### src/rtl/instr_mem_loadable.sv
// Loadable instruction memory: clears itself to NOP_WORD after reset, serves
// registered 1-cycle fetches in RUN, and accepts MSB-first byte-stream program loads.
module instr_mem_loadable #(
  parameter int unsigned DEPTH    = 64,
  parameter logic [31:0] NOP_WORD = 32'h0000_0000
) (
  input  logic                           clk,
  input  logic                           reset,
  input  logic [31:0]                    Add,
  input  logic                           fetch_req,
  output logic [31:0]                    Instr,
  output logic                           instr_valid,
  output logic                           misaligned,
  output logic                           out_of_range,
  output logic                           busy,
  input  logic                           load_start,
  input  logic                           load_valid,
  input  logic [7:0]                     load_byte,
  input  logic                           load_end,
  output logic [$clog2(DEPTH+1)-1:0]     load_count,
  output logic                           load_err
);

  localparam int unsigned AW  = $clog2(DEPTH);
  localparam int unsigned LCW = $clog2(DEPTH+1);

  typedef enum logic [1:0] {
    ST_CLEAR,
    ST_RUN,
    ST_LOAD
  } state_t;

  state_t          state_q, state_d;
  logic [AW-1:0]   clr_ptr_q, clr_ptr_d;
  logic [LCW-1:0]  wptr_q, wptr_d;
  logic [1:0]      cnt_q, cnt_d;
  logic [31:0]     asm_q, asm_d;
  logic            err_q, err_d;
  logic            auto_q, auto_d;

  logic [31:0]     instr_q;
  logic            valid_q, mis_q, oor_q;

  logic            mem_we;
  logic [AW-1:0]   mem_waddr;
  logic [31:0]     mem_wdata;
  logic [31:0]     mem_q [DEPTH];

  logic            fetch_mis, fetch_oor;

  assign fetch_mis = |Add[1:0];
  assign fetch_oor = |Add[31:AW+2];

  always_comb begin
    state_d   = state_q;
    clr_ptr_d = clr_ptr_q;
    wptr_d    = wptr_q;
    cnt_d     = cnt_q;
    asm_d     = asm_q;
    err_d     = err_q;
    auto_d    = auto_q;
    mem_we    = 1'b0;
    mem_waddr = clr_ptr_q;
    mem_wdata = NOP_WORD;
    case (state_q)
      ST_CLEAR: begin
        mem_we    = 1'b1;
        clr_ptr_d = clr_ptr_q + AW'(1);
        if (clr_ptr_q == AW'(DEPTH-1)) state_d = ST_RUN;
      end
      ST_RUN: begin
        if (load_start) begin
          state_d = ST_LOAD;
          wptr_d  = '0;
          cnt_d   = '0;
          err_d   = 1'b0;
          auto_d  = 1'b0;
        end else if (load_valid && auto_q) begin
          // Bytes arriving after the memory filled up are dropped but flagged.
          err_d = 1'b1;
        end
      end
      ST_LOAD: begin
        if (load_start) begin
          wptr_d = '0;
          cnt_d  = '0;
          err_d  = 1'b0;
          auto_d = 1'b0;
        end else begin
          if (load_valid) begin
            asm_d = {asm_q[23:0], load_byte};
            if (cnt_q == 2'd3) begin
              mem_we    = 1'b1;
              mem_waddr = wptr_q[AW-1:0];
              mem_wdata = asm_d;
              wptr_d    = wptr_q + LCW'(1);
            end
            cnt_d = cnt_q + 2'd1;
          end
          // The byte is consumed before load_end / full are judged.
          if (wptr_d == LCW'(DEPTH)) begin
            state_d = ST_RUN;
            auto_d  = 1'b1;
          end else if (load_end) begin
            state_d = ST_RUN;
            if (cnt_d != 2'd0) err_d = 1'b1;
            cnt_d = '0;
          end
        end
      end
      default: state_d = ST_CLEAR;
    endcase
  end

  always_ff @(posedge clk) begin
    if (reset) begin
      state_q   <= ST_CLEAR;
      clr_ptr_q <= '0;
      wptr_q    <= '0;
      cnt_q     <= '0;
      asm_q     <= '0;
      err_q     <= 1'b0;
      auto_q    <= 1'b0;
      instr_q   <= NOP_WORD;
      valid_q   <= 1'b0;
      mis_q     <= 1'b0;
      oor_q     <= 1'b0;
    end else begin
      state_q   <= state_d;
      clr_ptr_q <= clr_ptr_d;
      wptr_q    <= wptr_d;
      cnt_q     <= cnt_d;
      asm_q     <= asm_d;
      err_q     <= err_d;
      auto_q    <= auto_d;
      if (state_q == ST_RUN && fetch_req) begin
        valid_q <= 1'b1;
        mis_q   <= fetch_mis;
        oor_q   <= fetch_oor;
        instr_q <= (fetch_mis || fetch_oor) ? NOP_WORD : mem_q[Add[AW+1:2]];
      end else begin
        valid_q <= 1'b0;
        mis_q   <= 1'b0;
        oor_q   <= 1'b0;
      end
    end
  end

  always_ff @(posedge clk) begin
    if (mem_we && !reset) mem_q[mem_waddr] <= mem_wdata;
  end

  assign Instr        = instr_q;
  assign instr_valid  = valid_q;
  assign misaligned   = mis_q;
  assign out_of_range = oor_q;
  assign busy         = (state_q != ST_RUN);
  assign load_count   = wptr_q;
  assign load_err     = err_q;

endmodule
### config.mk
export PLATFORM = sky130hd
export DESIGN_NAME = instr_mem_loadable
export DESIGN_NICKNAME = d
export VERILOG_FILES = /design/src/rtl/instr_mem_loadable.sv
export SDC_FILE = /design/constraint.sdc
export NUM_CORES = 2
export LEC_CHECK = 0
export ABC_AREA = 1
export CORE_AREA = 3 3 447 316
export CTS_CLUSTER_DIAMETER = 200
export CTS_CLUSTER_SIZE = 30
export DETAILED_ROUTE_END_ITERATION = 7
export DIE_AREA = 0 0 450 319
export GPL_ROUTABILITY_DRIVEN = 0
export HOLD_SLACK_MARGIN = 0.08
export PLACE_DENSITY = 0.8
export SLEW_MARGIN = 10
export SYNTH_ARGS = -nofsm -noshare
export SYNTH_HDL_FRONTEND = slang
export SYNTH_SLANG_ARGS = --single-unit
### constraint.sdc
create_clock -name clk -period 7 [get_ports clk]
set_input_delay 0.7 -clock clk [delete_from_list [all_inputs] [get_ports clk]]
set_output_delay 0.7 -clock clk [all_outputs]
set_load 0.01 [all_outputs]
==> results.txt <==
The run finished with clean final reports. The total of cells resized after clock tree synthesis came out at 0. For the final max-slew violation count, the log shows 0. Derived from the worst setup path, the maximum achievable clock frequency is 204 MHz. VDD sags by at most 0.187 mV. The area of all placed cells without fillers was 0.0903 mm2; the fraction of post-synthesis cell area in the top cell type by area was 0.724.

The initial antenna violation count is 9. The proportion of synthesized flip-flops having asynchronous set or reset came out at 0. The run gives 3 as the H-tree depth. The Yosys step of the flow raised 0 warnings.

Clock tree synthesis selected as its root buffer the cell sky130_fd_sc_hd__clkbuf_16. The final-stage net count is 7044. The largest net degree at the start of global routing is 232, and the first-pass iteration count of the detailed router is 7. The tools report the startpoint kind of the worst setup timing path as a register. After detailed routing, the average wire length per cell comes to 26.0 um. Clock tree synthesis found a total of 2126 sinks.

Dividing the synthesized area by the synthesized cell count gives 11.8 um2. The number of buffers between clock root and the deepest sink was 3; the remaining global-route overflow was 0. Setup repair after global routing left no endpoint under its margin.

At the pin with the least slew margin, the transition time is 1.31 ns. The synthesis-to-finish area growth is 6.41%, and the number of synthesized register bits is 2126. After the first detailed-routing iteration, the DRC count stood at 11141. Synthesis instantiated 30 different standard cells from the library.

In this run the cell area measured after placement is 0.0880 mm2. The number of enable flip-flop cells after synthesis is 2048, and the cell leakage power is 0.0313 uW. Type of the worst setup path: register to register. In the synthesized netlist the dominant register cell turns out to be sky130_fd_sc_hd__edfxtp_1. For the number of setup violations in the final report, the log shows 0. STA classifies the critical path endpoint as a register. The I/O pin count came out at 90.

The path with the worst hold slack has its endpoint at load_err. Counting the buffers created by CTS gives 80. The most common cell in the netlist was sky130_fd_sc_hd__nand2_1. The logs give 7.44 ns for the data required time of the worst path and 0.144 mm2 for the die area. Wire length after detailed routing: 231000 um.

In the post-synthesis netlist, the biggest area contributors are sky130_fd_sc_hd__edfxtp_1 72%, sky130_fd_sc_hd__nand3_1 12%, sky130_fd_sc_hd__nand2_1 10%. The logs give 0 for the hold violation count in the final report and 7227 for the number of nets in the synthesized netlist. The via count of the first global-routing pass was 51398. The cell type contributing the most total cell area after synthesis was sky130_fd_sc_hd__edfxtp_1.

In this run the worst hold path is classified as register to register. The number of remaining DRC errors was 0; the arrival time reported for the critical path endpoint was 5.35 ns. The number of violations of the max-capacitance limit came out at 0. Dividing total power by cell area gives a power density of 233 mW/mm2. The fraction of layout instances using a drive strength above 1 came out at 0.0460. The logic depth of the worst register-to-register path is 12. The setup TNS was 0 ns.

The tools report the sequential cell area fraction in the yosys report as 0.743. The utilization after layout came out at 0.657. The cell depth of the worst min-delay path was 2; the routed via count was 56767. The internal reg-to-reg setup slack came out at 2.09 ns. The hold-fix buffer count after cts was 0. The worst hold path begins at load_err. By count the netlist is led by 2305 x sky130_fd_sc_hd__nand2_1, 2048 x sky130_fd_sc_hd__edfxtp_1, 1981 x sky130_fd_sc_hd__nand3_1. After clock tree synthesis, the clock-pin slew on the worst setup and hold paths is 0.12 ns. Buffers placed on the I/O ports in this run total 89. The logs give 114 for the site row count and 0 for the number of antenna-violating nets in the routed design. The instance count of the mapped netlist is 7174, and the period utilization is 0.701.

After filler insertion, the fill cell instance count of the layout stands at 9635. The worst register-to-register path ends at mem_q[32][11]. The mapped netlist covers 0.0849 mm2. In this run the horizontal extent of the chip is 450 um.

The worst path in the final design needs a cycle of 4.91 ns, including I/O delays and setup. Along the worst path, the maximum fanout reaches 25. In this run the critical register-to-register path is launched from cnt_q[0].

The starting density of the core is 0.617, and the post-detailed-route via-to-cell ratio is 6.38. After clock tree synthesis, the setup repair step added 0 buffers. The run gives 0.138 mm2 as the area of the core. The remaining max-slew budget at the tightest pin came out at 0.127.

The worst setup skew after layout came out at 0.0412 ns. Clock latency on the worst-skew pair, taken at its later pin, is 0.76 ns. The die height works out to 319 um. For the combined global-route utilization of all metal layers, the log shows 0.316. The first global-routing pass estimated 336000 um of wire. The tools report the final HPWL from detailed placement as 131000 um. TritonCTS built the clock tree.
-- routing by layer --
metal | track usage | part of all wire
met1 | 0.467 | 0.36
met2 | 0.449 | 0.43
met3 | 0.0930 | 0.16
met4 | 0.117 | 0.043
met5 | 0.00716 | 0.0011
-- sequential cells by signal, summed over array words and instances (netlist names), 2 cells and up --
signal and count:
Instr 32, asm_q 24, cnt_q 2, mem_q 2048, state_q 2, clr_ptr_q 6
load_count 7
-- area by class of cell --
cell class | count | area [um2] | share of cell area
well taps | 1856 | 2320 | 0.0257
diodes | 2 | 5.00 | 0.0000554
repair buffers | 202 | 1900 | 0.0211
clock inverters | 3 | 55.1 | 0.000609
clock buffers | 124 | 2250 | 0.0249
inverters | 47 | 204 | 0.00226
flip-flops and latches | 2126 | 63100 | 0.698
multi-input cells | 4534 | 20500 | 0.227
-- logic make-up after synthesis --
group / Yosys count / share of synthesized area
XOR/XNOR: 2 / 0.000206
adder cells (fa/ha/maj): 7 / 0.00103
flip-flops: 2126 / 0.743
AO/OA/AOI/OAI: 92 / 0.00591
buffers and inverters: 514 / 0.0238
AND/OR/NAND/NOR: 4433 / 0.226
-- placed cells by master (no fill, tap or decap), drive strengths merged --
cell type / synthesis / layout
nand3b: 2 / 2
xnor2: 1 / 1
nand4: 3 / 3
a32oi: 1 / 1
o21ai: 14 / 14
or2: 3 / 3
o21bai: 1 / 1
diode: 0 / 2
nor4: 12 / 12
nand2: 2306 / 2306
buf: 142 / 120
nand3: 1984 / 1984
nor3: 5 / 5
a21oi: 75 / 75
ha: 7 / 7
clkdlybuf4s50: 0 / 82
clkbuf: 325 / 124
dfxtp: 78 / 78
xor2: 1 / 1
nor2: 118 / 118
edfxtp: 2048 / 2048
inv: 45 / 47
bufinv: 0 / 1
clkinv: 2 / 2
a22oi: 1 / 1
-- worst max-delay path by stage --
| stage | startpoint | end | slack [ns] | cells after the start |
|---|---|---|---|---|
| floorplan | load_valid | mem_q[52][0] | 1.60 | 8 |
| global placement | load_start | mem_q[33][25] | 1.83 | 10 |
| detailed placement | load_start | mem_q[32][11] | 1.73 | 11 |
| CTS | cnt_q[0] | mem_q[32][11] | 2.17 | 12 |
| global route | cnt_q[0] | mem_q[32][11] | 1.85 | 12 |
| finish | cnt_q[0] | mem_q[32][11] | 2.09 | 12 |
-- power breakdown --
part / internal (uW) / switching (uW)
clock: 2300 / 3650
sequential: 13700 / 9.29
combinational: 326 / 1000
-- stage by stage --
stage	std cells	power [uW]	setup slack (ns)	hold slack [ns]
global route	8892	21500	1.85	0.486
detailed placement	8765	15300	1.73	0.449
finish	8894	21000	2.09	0.466
floorplan	7174	14800	1.60	0.439
CTS	8892	20900	2.17	0.471
global placement	8765	15300	1.83	0.451
-- critical path: stages (launching register included) --
cell and delay, ns:
sky130_fd_sc_hd__dfxtp_1 0.35, sky130_fd_sc_hd__ha_1 0.27, sky130_fd_sc_hd__inv_2 0.06, sky130_fd_sc_hd__buf_4 0.57, sky130_fd_sc_hd__nor2_4 0.13, sky130_fd_sc_hd__inv_2 0.50
sky130_fd_sc_hd__nand2_1 0.13, sky130_fd_sc_hd__o21ai_2 0.18, sky130_fd_sc_hd__inv_1 0.25, sky130_fd_sc_hd__nor2_1 0.24, sky130_fd_sc_hd__nand3_2 0.53, sky130_fd_sc_hd__nor2_4 0.97
sky130_fd_sc_hd__buf_4 0.37
Note: power is estimated with default switching activity, not from simulation.
